File: config.mk
export PLATFORM = sky130hd
export DESIGN_NAME = i2s_tx_sample_fifo
export DESIGN_NICKNAME = d
export VERILOG_FILES = /design/src/rtl/i2s_pkg.sv /design/src/rtl/i2s_fifo_mem.sv /design/src/rtl/i2s_tx_sample_fifo.sv
export SDC_FILE = /design/constraint.sdc
export NUM_CORES = 1
export LEC_CHECK = 0
export CAP_MARGIN = 40
export CORE_MARGIN = 2
export CORE_UTILIZATION = 45
export CTS_CLUSTER_SIZE = 8
export DETAILED_ROUTE_END_ITERATION = 10
export PLACE_DENSITY = 0.72
export SYNTH_ARGS = -nofsm -noshare
export SYNTH_HDL_FRONTEND = slang
export SYNTH_SLANG_ARGS = --single-unit
File: constraint.sdc
create_clock -name sysclk -period 6.4 [get_ports sysclk]
set_input_delay 0.96 -clock sysclk [delete_from_list [all_inputs] [get_ports sysclk]]
set_output_delay 0.96 -clock sysclk [all_outputs]
set_load 0.005 [all_outputs]
File: src/rtl/i2s_pkg.sv
// Shared I2S package: bus width, default FIFO geometry, and the codec state
// encoding that the codec and its benches share.
package i2s_pkg;

   localparam int I2S_BUS_W              = 32;
   localparam int I2S_DEFAULT_DATA_WIDTH = 16;
   localparam int I2S_DEFAULT_DEPTH_LOG2 = 5;

   // Codec controller states, exported so benches can decode the codec FSM
   typedef enum logic [2:0] {
      IDLE,
      WAIT_CLK,
      TRX_DATA,
      RX_WRITE,
      SYNC
   } i2s_state_t;

   // Number of words held by a FIFO with the given address width
   function automatic int i2s_fifo_depth(input int depth_log2);
      return 1 << depth_log2;
   endfunction

endpackage

File: src/rtl/i2s_fifo_mem.sv
// Simple dual-port sample memory: one write port and one synchronous read
// port, written so that synthesis maps it onto block RAM (EBR). No reset on
// the array or the read register; the owner gates stale read data itself.
module i2s_fifo_mem
   import i2s_pkg::*;
#(
   parameter int DATA_WIDTH = I2S_DEFAULT_DATA_WIDTH,
   parameter int ADDR_W     = I2S_DEFAULT_DEPTH_LOG2
) (
   input  logic                  sysclk,
   input  logic                  wr_en,
   input  logic [ADDR_W-1:0]     wr_addr,
   input  logic [DATA_WIDTH-1:0] wr_data,
   input  logic                  rd_en,
   input  logic [ADDR_W-1:0]     rd_addr,
   output logic [DATA_WIDTH-1:0] rd_data
);

   logic [DATA_WIDTH-1:0] mem [2**ADDR_W];

   // Write port: store the producer word at the write address
   always_ff @(posedge sysclk) begin
      if (wr_en) begin
         mem[wr_addr] <= wr_data;
      end
   end

   // Read port: registered read, only updated when a word is popped
   always_ff @(posedge sysclk) begin
      if (rd_en) begin
         rd_data <= mem[rd_addr];
      end
   end

endmodule

File: src/rtl/i2s_tx_sample_fifo.sv
// Transmit sample FIFO sitting in front of the I2S codec. Producer samples
// arrive on a valid/ready port; each codec buffer-read strobe reloads tx_data
// one sysclk later. An empty FIFO at strobe time is an underrun: it is flagged
// and counted, never stalled.
// Build option: I2S_FIFO_UNDERRUN_HOLD_EN - when defined, an underrun keeps the
// previous tx_data (last sample repeats); otherwise tx_data drops to zero.
module i2s_tx_sample_fifo
   import i2s_pkg::*;
#(
   parameter int DATA_WIDTH = I2S_DEFAULT_DATA_WIDTH,
   parameter int DEPTH_LOG2 = I2S_DEFAULT_DEPTH_LOG2
) (
   input  logic                  sysclk,
   input  logic                  reset,
   input  logic                  enable,
   input  logic                  wr_valid,
   output logic                  wr_ready,
   input  logic [DATA_WIDTH-1:0] wr_data,
   input  logic                  rd_strobe,
   output logic [I2S_BUS_W-1:0]  tx_data,
   output logic [DEPTH_LOG2:0]   level,
   output logic                  empty,
   output logic                  underrun,
   input  logic                  underrun_clr,
   output logic [15:0]           underrun_cnt
);

   localparam int PTR_W = DEPTH_LOG2 + 1;
   localparam logic [PTR_W-1:0] FULL_LEVEL = PTR_W'(i2s_fifo_depth(DEPTH_LOG2));

`ifdef I2S_FIFO_UNDERRUN_HOLD_EN
   localparam bit UNDERRUN_HOLD = 1'b1;
`else
   localparam bit UNDERRUN_HOLD = 1'b0;
`endif

   logic                  active;
   logic                  push;
   logic                  pop;
   logic                  underrun_hit;
   logic [PTR_W-1:0]      wp;
   logic [PTR_W-1:0]      rp;
   logic [PTR_W-1:0]      wp_next;
   logic [PTR_W-1:0]      rp_next;
   logic [PTR_W-1:0]      level_next;
   logic                  data_valid;
   logic [DATA_WIDTH-1:0] rd_data;

   // Reset and a low enable both flush everything, so one qualifier covers both.
   // Pop and underrun decisions use the registered empty, which always matches
   // the current pointer pair, so a word pushed in cycle N is poppable in N+1.
   always_comb begin
      active       = reset && enable;
      push         = active && wr_valid && wr_ready;
      pop          = active && rd_strobe && !empty;
      underrun_hit = active && rd_strobe && empty;
   end

   // Next pointer values and the resulting fill level; the extra pointer MSB
   // makes the plain difference range over 0..2**DEPTH_LOG2
   always_comb begin
      wp_next = wp;
      rp_next = rp;
      if (push) begin
         wp_next = wp + PTR_W'(1);
      end
      if (pop) begin
         rp_next = rp + PTR_W'(1);
      end
      level_next = wp_next - rp_next;
   end

   // Pointer state plus registered level/empty/ready derived from the next pointers
   always_ff @(posedge sysclk) begin
      if (!active) begin
         wp       <= '0;
         rp       <= '0;
         level    <= '0;
         empty    <= 1'b1;
         wr_ready <= 1'b0;
      end else begin
         wp       <= wp_next;
         rp       <= rp_next;
         level    <= level_next;
         empty    <= (level_next == '0);
         wr_ready <= (level_next != FULL_LEVEL);
      end
   end

   // Tracks whether the memory read register holds a sample that should drive
   // the codec; cleared by flush, and by an underrun unless hold mode is built in
   always_ff @(posedge sysclk) begin
      if (!active) begin
         data_valid <= 1'b0;
      end else if (pop) begin
         data_valid <= 1'b1;
      end else if (underrun_hit && !UNDERRUN_HOLD) begin
         data_valid <= 1'b0;
      end
   end

   // Sticky underrun flag and saturating counter; an explicit clear beats a
   // coincident underrun strobe
   always_ff @(posedge sysclk) begin
      if (!active) begin
         underrun     <= 1'b0;
         underrun_cnt <= '0;
      end else if (underrun_clr) begin
         underrun     <= 1'b0;
         underrun_cnt <= '0;
      end else if (underrun_hit) begin
         underrun <= 1'b1;
         if (underrun_cnt != 16'hFFFF) begin
            underrun_cnt <= underrun_cnt + 16'd1;
         end
      end
   end

   // The read register only advances on a pop, so it naturally holds between
   // strobes; gating with data_valid gives zero after flush or a silent underrun
   always_comb begin
      tx_data = data_valid ? I2S_BUS_W'(rd_data) : '0;
   end

   i2s_fifo_mem #(
      .DATA_WIDTH (DATA_WIDTH),
      .ADDR_W     (DEPTH_LOG2)
   ) u_mem (
      .sysclk  (sysclk),
      .wr_en   (push),
      .wr_addr (wp[DEPTH_LOG2-1:0]),
      .wr_data (wr_data),
      .rd_en   (pop),
      .rd_addr (rp[DEPTH_LOG2-1:0]),
      .rd_data (rd_data)
   );

endmodule

==> results.json <==
{
  "syn_area_mm2": 0.0223,
  "finalSetupTns_ns": 0,
  "path_common_cell": "nand2_1",
  "first_iter_violations": 1151,
  "setup_viol": 0,
  "post-route-util_pct": 53.5,
  "crit_end": "empty",
  "reg2reg_from": "rp[3]",
  "clk_path_buf_depth": 3,
  "crit_fanout": 23,
  "cts_tree": "yes",
  "detailroute.via_count": 11900,
  "period_needed_ns": 3.70,
  "yosys-top-cells-area": "edfxtp_1, mux4_2, mux2i_1",
  "finalMaxSlewViolations": 0,
  "cts.root.buffer_cell": "clkbuf_16",
  "vdd_drop_max_mv": 0.163,
  "crit_type": "primary input to flop",
  "yosys_warnings": 0,
  "port_buffers": 62,
  "ant_nets": 0,
  "antenna_cells": 0,
  "cts_sinks": 566,
  "grt_max_degree": 117,
  "clock_skew_ns": 0.0142,
  "initial_core_util_pct": 45.5,
  "period_share_pct": 57.8,
  "synth_edf_count": 528,
  "cpMaxStageDelayCell": "clkdlybuf4s50_1",
  "viasPerCell": 5.83,
  "rows": 81,
  "ctsResizeCount": 0,
  "fmax_mhz": 270,
  "r2r_cells": 9,
  "drive_gt1_share_pct": 17.9,
  "required_ns": 6.87,
  "crit_start": "reset",
  "regToRegSetupSlack_ns": 3.34,
  "cp-end-kind": "flop",
  "track_usage_pct": 19.9,
  "clk_pin_slew_ns": 0.05,
  "async_flop_share_pct": 0,
  "ios": 79,
  "syn_inst": 1226,
  "die_area_mm2": 0.0513,
  "design.core.area_mm2": 0.0490,
  "slew-limit-headroom_pct": 35.5,
  "layout.nets": 1392,
  "die_h_um": 227,
  "syn_to_final_growth_pct": 17.5,
  "ctsHoldBuffers": 0,
  "post-dp-hpwl_um": 29600,
  "yosys.area.top_type": "edfxtp_1",
  "cp_slowest_stage_delay_ns": 0.56,
  "final_cell_mix": "edfxtp_1, mux2i_1, clkbuf_16, mux4_2, clkdlybuf4s50_1",
  "outcome": "finished, final reports clean",
  "antenna_found_initial": 0,
  "grt_pass1_vias": 11700,
  "multi_input_area_mm2": 0.00529,
  "ff_latch_area_mm2": 0.0166,
  "wl_um": 50000,
  "critPathLaunchType": "primary input",
  "firstDrtPassIters": 6,
  "hold_path_class": "flop to flop",
  "gr-total-overflow": 0,
  "rsz0062_at_grt": "no",
  "postCtsSetupBuffers": 0,
  "drcViolationCount": 0,
  "synth_top_area_share_pct": 71.2,
  "ys_seq_area_share_pct": 74.6,
  "cts_buffers": 80,
  "grt_pass1_wl_um": 74500,
  "syn_avg_cell_area_um2": 18.2,
  "power_density_mw_per_mm2": 300,
  "synth-seq-cells": 566,
  "synth_ff_type": "edfxtp_1",
  "hold_viol": 0,
  "p_leak_uw": 0.00800,
  "worstPathCellList": "clkdlybuf4s50_1 > nand2_1 > nor2_1 > nand4_1 > xnor2_1 > ha_1 > nand2_1 > o41ai_1 > a31oi_1 > xor2_1 > a31o_1",
  "htreeDepth": 3,
  "final_common_cell": "edfxtp_1",
  "synth_cell_types": 59,
  "arrival_ns": 4.17,
  "rr_endpoint": "empty",
  "post_drt_wl_per_cell_um": 24.4,
  "min_path_cells": 2,
  "die_width_um": 227,
  "clk_latency_ns": 0.58,
  "drv_cap": 0,
  "fillerInstances": 3719,
  "worstMarginPinSlew_ns": 0.967,
  "place.gp.congestion": 0.892
}
-- how the worst min path moves through the flow --
stage,slack (ns),endpoint,startpoint
finish,0.49,underrun,underrun
global route,0.51,underrun,underrun
CTS,0.49,underrun_cnt[9],underrun_cnt[9]
detailed placement,0.47,underrun,underrun
global placement,0.46,underrun,underrun
floorplan,0.46,underrun,underrun
-- Yosys cell counts (2+ instances only) --
master    number
mux4_2        80
ha_1          10
or4_1          3
or2_2          2
nor2b_1        6
buf_2         18
nand2_1       41
o31ai_1       18
nand3b_1       2
nand2b_1       2
a31oi_1        3
dfxtp_1       38
or3_1          3
xnor2_1       17
buf_1          5
o22ai_1       32
o221ai_1      48
nand4_1        7
o21ai_0       19
edfxtp_1     528
nand3_1        8
nor2_1        67
xor2_1         9
clkbuf_1      41
and2_1        17
inv_1         10
o41ai_1        2
mux2i_1       99
a21oi_1       39
buf_4         16
buf_6          2
nor3_1         7
-- where the power goes --
part / total [µW] / internal (µW) / switching [µW]
sequential: 4050 / 4050 / 1.21
clock: 3710 / 2310 / 1400
combinational: 99.1 / 25.6 / 73.4
total: 7860 / 6380 / 1480
-- routing by layer --
| layer | track usage (%) | wire length [µm] | vias to the layer above |
|---|---|---|---|
| met4 | 7.09 | 1250 | 0 |
| met2 | 29.2 | 22600 | 627 |
| met1 | 29.0 | 21000 | 6083 |
| met3 | 4.77 | 5100 | 64 |
| li1 | - | - | 5162 |
| met5 | 0 | 0 | - |
-- layout make-up --
class | count | share of cell area [%]
multi-input cells | 580 | 20.2
inverters | 12 | 0.177
clock inverters | 4 | 0.115
clock buffers | 104 | 8.23
flip-flops and latches | 566 | 63.5
well taps | 664 | 3.17
repair buffers | 119 | 4.63
-- cell families after synthesis --
logic type,synth area share [%]
compound gates,5.28
xor+xnor,1.02
fa+ha+maj,0.702
buf+inv,2.05
flops,74.6
mux,12.5
other cells,0.0168
simple gates,3.82
-- per-stage QoR --
step                      hold slack (ns)  worst slack [ns]  area [µm²]  instances  total power (µW)
after detailed placement            0.466              2.19       24000       1940              4220
after global placement              0.458              2.25       23700       1927              4210
final                               0.490              2.70       26200       2049              7860
after global routing                0.511              2.53       26200       2049              8100
after floorplan                     0.460              3.20       22300       1241              4140
after CTS                           0.493              2.79       26200       2048              7930
-- state kept, by name (all words and copies together) (netlist names) --
register,cells
underrun_cnt,16
rp,6
level,6
data_valid,1
u_mem.rd_data,16
u_mem.mem,512
empty,1
underrun,1
wp,6
wr_ready,1
-- critical path: cells and delay by family --
kind | cells | cell delay [ns]
buffers and inverters | 1 | 0.56
and+or+nand+nor | 4 | 1.20
adders and majority gates | 1 | 0.39
xor gates and xnor gates | 2 | 0.41
AOI/OAI and AO/OA | 3 | 0.64
(Power assumes the default switching activity.)
